File: src/rtl/collatz_pkg.sv
// Shared types and helpers for the Collatz sweep controller and its iterator.
package collatz_pkg;

    localparam int STEP_W_DEF = 16;

    typedef enum logic [2:0] {
        IDLE = 3'd0,
        LOAD = 3'd1,
        RUN  = 3'd2,
        CMP  = 3'd3,
        FIN  = 3'd4
    } sweep_state_t;

    // One Collatz step at 34 bits so that callers can see whether 3n+1 overflowed.
    function automatic logic [33:0] collatz_next(input logic [31:0] n);
        logic [33:0] w;
        w = {2'b00, n};
        if (n[0]) begin
            return w + (w << 1) + 34'd1;
        end
        return w >> 1;
    endfunction

endpackage

File: src/rtl/collatz_iter.sv
// Single Collatz iterator: go loads a start value, otherwise one step per cycle.
// The 32-bit state wraps when 3n+1 does not fit; overflow policy lives in the controller.
module collatz_iter
    import collatz_pkg::*;
(
    input  logic        clk,
    input  logic        go,
    input  logic [31:0] n,
    output logic [31:0] dout,
    output logic        at_one
);

    logic [31:0] dout_q;
    logic [33:0] nxt;

    // Next value of the sequence, full width.
    always_comb nxt = collatz_next(dout_q);

    // Load on go, otherwise advance the sequence by one step.
    always_ff @(posedge clk) begin
        dout_q <= go ? n : 32'(nxt);
    end

    assign dout   = dout_q;
    assign at_one = (dout_q == 32'd1);

endmodule

File: src/rtl/collatz_sweep.sv
// Collatz sweep controller: runs one iterator over base .. base+count-1, tracking
// the longest trajectory (step count and start value) and a sticky step-cap flag.
// Optional feature macro: COLLATZ_OVERFLOW_DET_EN adds a sticky overflow output and
// aborts a value whose 3n+1 does not fit in 32 bits.
//
// Handshake: start is a one-cycle request honoured only while idle (busy=0 and
// done=0); base and count are captured on that same edge. done pulses for exactly
// one cycle when the sweep completes; results hold until the next accepted start.
module collatz_sweep
    import collatz_pkg::*;
#(
    parameter int          STEP_W    = STEP_W_DEF,
    parameter int unsigned MAX_STEPS = 16'hFFFF
) (
    input  logic              clk,
    input  logic              reset,
    input  logic              start,
    input  logic [31:0]       base,
    input  logic [15:0]       count,
    output logic              busy,
    output logic              done,
    output logic [31:0]       cur_n,
    output logic [STEP_W-1:0] max_steps,
    output logic [31:0]       max_n,
    output logic              timeout,
`ifdef COLLATZ_OVERFLOW_DET_EN
    output logic              overflow,
`endif
    output logic [2:0]        state_dbg
);

    localparam logic [STEP_W-1:0] STEP_CAP = STEP_W'(MAX_STEPS);

    sweep_state_t      state_q, state_d;
    logic [31:0]       cur_n_q, cur_n_d;
    logic [15:0]       rem_q, rem_d;
    logic [STEP_W-1:0] steps_q, steps_d;
    logic [STEP_W-1:0] max_steps_q, max_steps_d;
    logic [31:0]       max_n_q, max_n_d;
    logic              timeout_q, timeout_d;
    logic              excl_q, excl_d;   // current value is barred from the max
    logic              iter_go;
    logic [31:0]       iter_dout;
    logic              iter_at_one;
`ifdef COLLATZ_OVERFLOW_DET_EN
    logic              ovf_q, ovf_d;
    logic [33:0]       dout_next;

    // Full-width next value, used only to spot 3n+1 leaving 32 bits.
    always_comb dout_next = collatz_next(iter_dout);
`endif

    collatz_iter u_iter (
        .clk    (clk),
        .go     (iter_go),
        .n      (cur_n_q),
        .dout   (iter_dout),
        .at_one (iter_at_one)
    );

    // Next-state, datapath updates and iterator control.
    always_comb begin
        state_d     = state_q;
        cur_n_d     = cur_n_q;
        rem_d       = rem_q;
        steps_d     = steps_q;
        max_steps_d = max_steps_q;
        max_n_d     = max_n_q;
        timeout_d   = timeout_q;
        excl_d      = excl_q;
`ifdef COLLATZ_OVERFLOW_DET_EN
        ovf_d       = ovf_q;
`endif
        // Holding go during reset keeps the iterator in a defined load state.
        iter_go     = reset;

        case (state_q)
            IDLE: begin
                if (start) begin
                    cur_n_d     = base;
                    rem_d       = count;
                    max_steps_d = '0;
                    max_n_d     = '0;
                    timeout_d   = 1'b0;
`ifdef COLLATZ_OVERFLOW_DET_EN
                    ovf_d       = 1'b0;
`endif
                    state_d     = (count == 16'd0) ? FIN : LOAD;
                end
            end
            LOAD: begin
                iter_go = 1'b1;
                steps_d = '0;
                excl_d  = 1'b0;
                state_d = RUN;
            end
            RUN: begin
                if (iter_at_one) begin
                    state_d = CMP;
                end else if (iter_dout == 32'd0) begin
                    // Start value 0 never reaches 1; it stays at zero steps and cannot win.
                    state_d = CMP;
                end else if (steps_q == STEP_CAP) begin
                    timeout_d = 1'b1;
                    excl_d    = 1'b1;
                    state_d   = CMP;
`ifdef COLLATZ_OVERFLOW_DET_EN
                end else if (dout_next > 34'h0_FFFF_FFFF) begin
                    ovf_d   = 1'b1;
                    excl_d  = 1'b1;
                    state_d = CMP;
`endif
                end else begin
                    // The cap branch above stops the counter before it can wrap.
                    steps_d = steps_q + STEP_W'(1);
                end
            end
            CMP: begin
                if (!excl_q && (steps_q > max_steps_q)) begin
                    max_steps_d = steps_q;
                    max_n_d     = cur_n_q;
                end
                cur_n_d = cur_n_q + 32'd1;
                rem_d   = rem_q - 16'd1;
                state_d = (rem_q == 16'd1) ? FIN : LOAD;
            end
            FIN: begin
                state_d = IDLE;
            end
            default: begin
                state_d = IDLE;
            end
        endcase
    end

    // State and datapath registers with synchronous reset.
    always_ff @(posedge clk) begin
        if (reset) begin
            state_q     <= IDLE;
            cur_n_q     <= '0;
            rem_q       <= '0;
            steps_q     <= '0;
            max_steps_q <= '0;
            max_n_q     <= '0;
            timeout_q   <= 1'b0;
            excl_q      <= 1'b0;
`ifdef COLLATZ_OVERFLOW_DET_EN
            ovf_q       <= 1'b0;
`endif
        end else begin
            state_q     <= state_d;
            cur_n_q     <= cur_n_d;
            rem_q       <= rem_d;
            steps_q     <= steps_d;
            max_steps_q <= max_steps_d;
            max_n_q     <= max_n_d;
            timeout_q   <= timeout_d;
            excl_q      <= excl_d;
`ifdef COLLATZ_OVERFLOW_DET_EN
            ovf_q       <= ovf_d;
`endif
        end
    end

    assign busy      = (state_q == LOAD) || (state_q == RUN) || (state_q == CMP);
    assign done      = (state_q == FIN);
    assign cur_n     = cur_n_q;
    assign max_steps = max_steps_q;
    assign max_n     = max_n_q;
    assign timeout   = timeout_q;
    assign state_dbg = state_q;
`ifdef COLLATZ_OVERFLOW_DET_EN
    assign overflow  = ovf_q;
`endif

endmodule

File: config.mk
export PLATFORM = sky130hd
export DESIGN_NAME = collatz_sweep
export DESIGN_NICKNAME = d
export VERILOG_FILES = /design/src/rtl/collatz_pkg.sv /design/src/rtl/collatz_iter.sv /design/src/rtl/collatz_sweep.sv
export SDC_FILE = /design/constraint.sdc
export NUM_CORES = 1
export LEC_CHECK = 0
export CAP_MARGIN = 5
export CORE_ASPECT_RATIO = 1.75
export CORE_UTILIZATION = 55
export DETAILED_ROUTE_END_ITERATION = 7
export PLACE_DENSITY = 0.81
export RECOVER_POWER = 100
export SYNTH_ARGS = -nofsm -noshare
export SYNTH_HDL_FRONTEND = slang
export SYNTH_SLANG_ARGS = --single-unit
File: constraint.sdc
create_clock -name clk -period 3.4 [get_ports clk]
set_input_delay 1.02 -clock clk [delete_from_list [all_inputs] [get_ports clk]]
set_output_delay 1.02 -clock clk [all_outputs]
set_load 0.03 [all_outputs]
# Word level (Yosys, flattened, before mapping)
# Cells that the tools add are included.
# W data, S select, Z words.
dict set report totals {
  out_inout_bits 86
  reg_bits 149
  mem_count 0
  rom_bits 0
  latch_bits 0
  mem_bits_rw 0
}
dict set report classes {
  addsub 5
  multipliers 0
  n_div 0
  n_shift 0
  n_bitwise 0
  eq_ne 14
  magnitude_cmp 1
  mux 32
  reduce_logical 16
}
# cell n
set op_table {}
lappend op_table {{$mux W32} 6}
lappend op_table {{$pmux W32 S2} 2}
lappend op_table {{$mux W16} 6}
lappend op_table {{$pmux W16 S2} 3}
lappend op_table {{$add A32 B1 Y32 const B} 2}
lappend op_table {{$add A32 B32 Y32} 1}
lappend op_table {{$eq A32 B1 Y1 const B} 1}
lappend op_table {{$logic_not A32 Y1} 1}
lappend op_table {{$mux W3} 6}
lappend op_table {{$add A16 B1 Y16 const B} 1}
lappend op_table {{$eq A16 B1 Y1 const B} 1}
lappend op_table {{$eq A16 B16 Y1 const B} 1}
lappend op_table {{$gt A16 B16 Y1} 1}
lappend op_table {{$logic_not A16 Y1} 1}
lappend op_table {{$sub A16 B1 Y16 const B} 1}
lappend op_table {{$ne A2 B2 Y1 const B} 6}
lappend op_table {{$pmux W3 S4} 1}
lappend op_table {{$reduce_and A4 Y1} 2}
lappend op_table {{$eq A3 B2 Y1 const B} 2}
lappend op_table {{$mux W1} 6}
lappend op_table {{$reduce_bool A2 Y1} 3}
lappend op_table {{$reduce_and A5 Y1} 1}
lappend op_table {{$ne A4 B4 Y1 const B} 1}
lappend op_table {{$pmux W1 S2} 2}
lappend op_table {{8 further kinds} 10}

# Longest topological paths before layout
# Gate-level depths: netlist of the first run.
dict set report depth {
  depth_word 5
  depth_mapped 12
  depth_no_buf 9
}

# Hierarchy
# From an unflattened synthesis of the first run, not the netlist that was laid out.
dict set report hier_totals {
  hier_cells 1154
  area_unflattened_um2 9267.6
}
# mod cells_each area_each_um2 n_inst
set by_module_without_submodules {}
lappend by_module_without_submodules {collatz_sweep 739 6035.8 1}
lappend by_module_without_submodules {collatz_iter 415 3231.8 1}

# Least setup slack after synthesis of the first run
# OpenSTA, ideal clock, no wires.
dict set report synth_timing {
  path_type {flip-flop to flip-flop}
  start {register u_iter.dout_q[0] (netlist: u_iter.dout[0])}
  end {register u_iter.dout_q[27] (netlist: u_iter.dout[27])}
  n_path_buf 2
  slack_ns 0.356
  t_required_ns 3.283
  period_less_slack_ns 3.044
  arrival_time_ns 2.927
  path_stages_with_launch 12
  path_cell_list {dfxtp_1 -> clkbuf_1 -> inv_1 -> clkbuf_1 -> fa_1 -> nor2b_1 -> o21bai_1 -> a2111oi_2 -> o22ai_1 -> a2111oi_2 -> mux2i_1 -> nand2_1}
}
dict set report synth_via {
  elab_chain_cells 5
  word_cells_on_any_way 6
  classes_between {add/sub (2); mux (4)}
}
# element line
set synth_lines {}
lappend synth_lines {{start, declared} collatz_iter.sv:13} ;# logic [31:0] dout_q;
lappend synth_lines {{start signal, assigned} collatz_iter.sv:21} ;# dout_q <= go ? n : 32'(nxt);
lappend synth_lines {{$add A32 B32 Y32} collatz_pkg.sv:19} ;# return w + (w << 1) + 34'd1;
lappend synth_lines {{$add A32 B1 Y32} collatz_pkg.sv:19}
lappend synth_lines {{$mux W32} collatz_pkg.sv:18} ;# if (n[0]) begin
lappend synth_lines {{$mux W32 *} collatz_pkg.sv:21} ;# return w >> 1;
lappend synth_lines {{$mux W32 *} collatz_iter.sv:21}
# Every way passes the cells marked *; elsewhere a longest branch is shown, timed or not. The select of a mux whose other input is x is not followed.
# A chain may end at the register's enable or synchronous reset.

# Worst setup path in the final report of the first run
dict set report layout_timing {
  start {register state_q[1] (netlist: state_dbg[1])}
  end {register rem_q[4]}
}
dict set report layout_via {
  elab_chain_cells 3
  word_cells_on_any_way 6
  classes_between {eq/ne (2); mux (1); reduce/logical (3)}
}
# element line
set layout_lines {}
lappend layout_lines {{start, declared} collatz_sweep.sv:34} ;# sweep_state_t state_q, state_d;
lappend layout_lines {{start signal, assigned} collatz_sweep.sv:151} ;# state_q <= state_d;
lappend layout_lines {{$eq A3 B2 Y1 / $logic_not A3 Y1 (equally long branches)} collatz_sweep.sv:77} ;# case (state_q)
lappend layout_lines {{$reduce_bool A2 Y1 (no source line) / $ne A2 B2 Y1 (equally long branches)} -}
lappend layout_lines {{$reduce_and A2 Y1 (no source line)} -}
lappend layout_lines {{end signal, assigned} collatz_sweep.sv:153} ;# rem_q <= rem_d;
lappend layout_lines {{end, declared} collatz_sweep.sv:36} ;# logic [15:0] rem_q, rem_d;
# Parallel ways exist; a longest one is shown, timed or not.

==> metrics, run 1 <==
Placed Area=0.0108 sq mm; GRT Max-Usage Layer=met2; # DRC=0; slowest stage delay, CP=1.19 ns; worst reg2reg path endpoint=rem_q[4]$_SDFFE_PP0P_; largest net degree at the start of global routing=102; CP Max Fanout=11; post-synthesis cell type count=76; fin crit period=3.12 ns; post-route setup slack=0.280 ns; maximum clock rate=321 MHz; Final setup viols=0; CTS Hold Buffers Added=0; ANT cells=0; CTS tree=built; Setup crit end=rem_q[4]$_SDFFE_PP0P_; worst slack at placement=0.592 ns; routability cong.=0.976; GRT Util Overall=0.357; initial antenna violation count=0; CP required=3.73 ns; Core ar.=0.0164 sq mm; ys async rst share=0; Avg Inst Size Synth=7.80 sq um; Syn. warnings=0; post-synthesis net count=1311; HP Class=reg -> reg; H-tree depth=4; R2R Path Start=state_dbg[1]$_SDFFE_PP0P_; r2r setup slk=0.28 ns; Slowest cell on crit path=nor3b_1; WS Path Type=reg -> reg; vias in the first global route=9578; final-report hold violation count=0; CP Capture Type=flop; Routed WL=30200 um; first-pass GRT wire length=48700 um; Remaining Overflow, GRT=0; power per cell area=688 mW/mm^2; post-synthesis cell count=1190; CP Depth=5; CP Launch Point=state_dbg[1]$_SDFFE_PP0P_; fin area=0.0114 sq mm; global routing usage on met2=0.608; detailed-route via count=9691; later-pin clock latency in the skew report=0.43 ns; PortBufs=136; RSZ-0062 raised after global routing=false; post_cts resized=0; Nets=1415; failing checks=capacitance limit, slew limit; Final Max Slew Viols=102; DRT antenna net count=0; Crit path arrival time=3.45 ns; critical path cell sequence=nor3b_1 -> nand2_1 -> nor4_1 -> a21oi_1 -> a21oi_1; fin cells=1531; Worst-Margin Slew=2.18 ns; DR iter-0 viols=736; root buf cell=clkbuf_16; Synth top cells by count=dfxtp_1, a21oi_1, o21ai_0; TritonCTS Sinks=149; Final Cycle Share=0.918; Via density=6.33; Post-CTS Setup Bufs=0; CTS buffer count=17; Most used DFF post-synth=dfxtp_1; Clock Path Buffers=2; post-synth top area cell=dfxtp_1; drt first pass iters=6; drt wl/cell=19.7 um; share of layout cells above drive strength 1=0.0604; delay-heaviest family, CP=simple AND/OR/NAND/NOR gates; Die Span Y=174 um; Area Growth Syn to Fin=23.2%; Cells after DPL=1499; cell mode on critical path=a21oi_1; Starting Density=0.565; status=finished with violations; setup_tns=0 ns; Synth top area share=0.319; number of max-cap violations=1; detailed placement HPWL=21900 um; row cnt=62; global-route met3 utilization=0.0633; cell with the most instances after synthesis=dfxtp_1; clock skew=0.0101 ns; Buf+Inv Stages, Crit Path=0; Area contributors post-synth=dfxtp_1, ha_1, a21oi_1; die footprint=0.0174 sq mm; Worst R2R Path Depth=5; Reg clk slew, reported paths=0.07 ns; post-synthesis sequential area ratio=0.322; Peak VDD IR=0.633 mV; CP Launch Type=flop; Max transition margin=-0.456; EDFF count, synth=1; Die X=100 um; Mapped Area=0.00929 sq mm; M1 GR Usage=0.397; P_leak=4.45 nW; FF+latch count, synth=149; IO Pins=137
## worst min-delay path, cell delays in order (launching register included)
cell	delay (ns)
dfxtp_1	0.31
nand4_1	0.06
a21oi_1	0.06
## registers in the layout (all words and copies together) (netlist names), named ones only
| signal | flops |
|---|---|
| max_steps | 16 |
| excl_q | 1 |
| max_n | 32 |
| u_iter.dout | 31 |
| cur_n | 32 |
| state_dbg | 3 |
| rem_q | 16 |
| timeout | 1 |
| steps_q | 16 |
## worst min-delay path by stage
stage / startpoint / end / slack (ns) / cells past startpoint
after CTS: max_n[11]$_SDFFE_PP0P_ / max_n[11]$_SDFFE_PP0P_ / 0.47 / 2
after floorplan: excl_q$_SDFFE_PP0P_ / excl_q$_SDFFE_PP0P_ / 0.44 / 2
after global placement: excl_q$_SDFFE_PP0P_ / excl_q$_SDFFE_PP0P_ / 0.45 / 2
after global routing: max_n[8]$_SDFFE_PP0P_ / max_n[8]$_SDFFE_PP0P_ / 0.49 / 2
final: max_n[11]$_SDFFE_PP0P_ / max_n[11]$_SDFFE_PP0P_ / 0.46 / 2
after detailed placement: max_n[0]$_SDFFE_PP0P_ / max_n[0]$_SDFFE_PP0P_ / 0.46 / 2
## area by class of cell
cell class                      count  area, sq um
Multi-Input combinational cell    904         5760
Fill cell                        1363         5000
Sequential cell                   149         2990
Timing Repair Buffer              160         1540
Clock buffer                       18          439
Tap cell                          224          280
Inverter                           62          233
Clock inverter                     14          199
## kinds of logic (layout without fill, tap and decap cells)
| logic type | count (synthesis) | in the layout | synth area share |
|---|---|---|---|
| multiplexers | 16 | 16 | 0.0178 |
| AO/OA/AOI/OAI | 373 | 373 | 0.247 |
| flip-flops | 149 | 149 | 0.322 |
| adder cells (fa/ha/maj) | 70 | 70 | 0.0951 |
| XOR/XNOR | 36 | 36 | 0.0340 |
| buffers and inverters | 137 | 254 | 0.0577 |
| AND/OR/NAND/NOR | 409 | 409 | 0.226 |
## report_power, final
part | internal, mW | total (mW) | switching, mW
logic | 1.24 | 3.39 | 2.15
registers | 2.03 | 2.42 | 0.395
clock network | 1.25 | 2.06 | 0.805
## layer usage
layer | wire (um) | vias to the layer above | part of all wire
met5 | 0 | - | 0
met3 | 1770 | 128 | 0.059
met4 | 2100 | 0 | 0.070
met1 | 11200 | 4586 | 0.37
met2 | 15100 | 397 | 0.50
li1 | - | 4580 | -
## stage by stage
stage	total power, mW	hold WS (ns)	util
finish	7.87	0.465	0.696
global route	8.32	0.493	0.696
CTS	7.87	0.471	0.698
detailed placement	5.80	0.460	0.660
global placement	5.77	0.452	0.660
floorplan	4.74	0.437	-
## cell usage in the layout (no fill, tap or decap), types with 8 or more instances in the layout
master,instances
inv_1,62
and3_1,12
nand3_1,37
and2_1,9
a21o_1,13
o311ai_0,8
nor3_1,35
mux2i_1,12
o21ai_0,98
dlygate4sd3_1,86
xor2_1,12
buf_4,15
clkbuf_16,17
a21oi_1,146
ha_1,69
clkdlybuf4s50_1,49
nor2_1,98
nor4_1,14
o211ai_1,19
nand4_1,61
xnor2_1,24
a31oi_1,13
dfxtp_1,148
nand2_1,94
Power figures use the tool's default switching activity.
==> run 2, diff against run 1 <==
--- a/config.mk
+++ b/config.mk
@@ -9,6 +9,7 @@
 export CORE_ASPECT_RATIO = 1.75
 export CORE_UTILIZATION = 55
 export DETAILED_ROUTE_END_ITERATION = 7
+export GPL_ROUTABILITY_DRIVEN = 0
 export PLACE_DENSITY = 0.81
 export RECOVER_POWER = 100
 export SYNTH_ARGS = -nofsm -noshare
==> run 2 against run 1 <==
Against the previous run:
- the flow still finishes with violations (capacitance limit, slew limit)
- combinational power is essentially flat
- register-to-register slack better by 0.09 ns
- critical path depth rose by 1
- worst setup slack gained 0.092 ns
==> metrics, run 2 (synthesized netlist as in run 1, its figures left out) <==
GRT Util Overall=0.355; Routed WL=30300 um; vias in the first global route=9538; Remaining Overflow, GRT=0; Via density=6.40; Nets=1412; # DRC=0; setup_tns=0 ns; clock skew=0.00858 ns; Setup crit end=rem_q[5]$_SDFFE_PP0P_; HP Class=reg -> reg; R2R Path Start=state_dbg[0]$_SDFFE_PP0P_; power per cell area=680 mW/mm^2; Peak VDD IR=0.583 mV; total power=7.74 mW; Post-CTS Setup Bufs=0; P_leak=4.42 nW; final-report hold violation count=0; CP Capture Type=flop; register area=0.00299 sq mm; initial antenna violation count=0; most common cell after layout, fill and taps aside=dfxtp_1; number of max-cap violations=1; detailed-route via count=9784; CP Launch Type=flop; row cnt=62; fillers=1393; first-pass GRT wire length=48600 um; CTS tree=built; post_cts resized=0; later-pin clock latency in the skew report=0.43 ns; Area Growth Syn to Fin=22.6%; WS Path Type=reg -> reg; DRT antenna net count=0; Core ar.=0.0164 sq mm; die footprint=0.0174 sq mm; Reg clk slew, reported paths=0.07 ns; CP Launch Point=state_dbg[0]$_SDFFE_PP0P_; failing checks=capacitance limit, slew limit; worst reg2reg path endpoint=rem_q[5]$_SDFFE_PP0P_; Final Max Slew Viols=93; drt first pass iters=5; Max transition margin=-0.305; drt wl/cell=19.8 um; r2r setup slk=0.37 ns; ANT cells=0; area occupied by multi-input gates=0.00576 sq mm; TritonCTS Sinks=149; Final setup viols=0; CTS Hold Buffers Added=0; IO Pins=137; share of layout cells above drive strength 1=0.0590; Worst-Margin Slew=1.96 ns; Starting Density=0.565; Final Cycle Share=0.891; maximum clock rate=330 MHz; H-tree depth=4; Die Span Y=174 um; detailed placement HPWL=21700 um; Die X=100 um; Worst R2R Path Depth=6; RSZ-0062 raised after global routing=false; Clock Path Buffers=2; CP required=3.63 ns; fin crit period=3.03 ns; CTS buffer count=17; PortBufs=136; largest net degree at the start of global routing=93; root buf cell=clkbuf_16; Crit path arrival time=3.26 ns; status=finished with violations; DR iter-0 viols=712; most frequent cells in the layout=dfxtp_1, a21oi_1, nor2_1, o21ai_0, nand2_1; CP Max Fanout=9
==> run 2: worst max-delay path: stages, from the launching register on <==
cell and delay, ns:
dfxtp_1 0.49, inv_1 0.13, nor3b_1 1.07, nand2_1 0.45, or4_1 0.51, nand3_1 0.09, a21oi_1 0.07
==> run 2: power breakdown <==
group          leakage (nW)  internal [mW]  switching [mW]
combinational          2.92           1.24            2.14
sequential             1.22           2.03           0.402
clock                 0.284           1.13           0.817
==> run 2: how the worst min path moves through the flow <==
stage                                start                      to  depth (start not counted)
finish              max_n[16]$_SDFFE_PP0P_  max_n[16]$_SDFFE_PP0P_                          2
global route        max_n[24]$_SDFFE_PP0P_  max_n[24]$_SDFFE_PP0P_                          2
CTS                 max_n[16]$_SDFFE_PP0P_  max_n[16]$_SDFFE_PP0P_                          2
detailed placement  max_n[16]$_SDFFE_PP0P_  max_n[16]$_SDFFE_PP0P_                          2
global placement       excl_q$_SDFFE_PP0P_     excl_q$_SDFFE_PP0P_                          2
floorplan              excl_q$_SDFFE_PP0P_     excl_q$_SDFFE_PP0P_                          2
==> run 2: routing by layer <==
layer | routed length (um) | track usage | part of all wire | up-vias
met2 | 15400 | 0.616 | 0.51 | 477
li1 | - | - | - | 4570
met3 | 2210 | 0.0710 | 0.073 | 133
met1 | 10700 | 0.384 | 0.36 | 4604
met4 | 1890 | 0.235 | 0.063 | 0
met5 | 0 | 0 | 0 | -
==> run 2: per-stage QoR <==
stage | area [sq um] | worst slack, ns | util | std cells | hold WS [ns]
after floorplan | 9290 | 0.356 | - | 1190 | 0.437
after global placement | 10800 | 0.630 | 0.658 | 1496 | 0.454
after detailed placement | 10800 | 0.603 | 0.658 | 1496 | 0.461
after CTS | 11400 | 0.416 | 0.695 | 1528 | 0.470
after global routing | 11400 | 0.159 | 0.692 | 1528 | 0.490
final | 11400 | 0.372 | 0.692 | 1528 | 0.465
==> run 2: cell type report <==
class / count / share of cell area
Inverter: 62 / 0.0204
Clock buffer: 19 / 0.0398
Timing Repair Buffer: 157 / 0.134
Sequential cell: 149 / 0.263
Tap cell: 224 / 0.0246
Clock inverter: 13 / 0.0132
Multi-Input combinational cell: 904 / 0.506
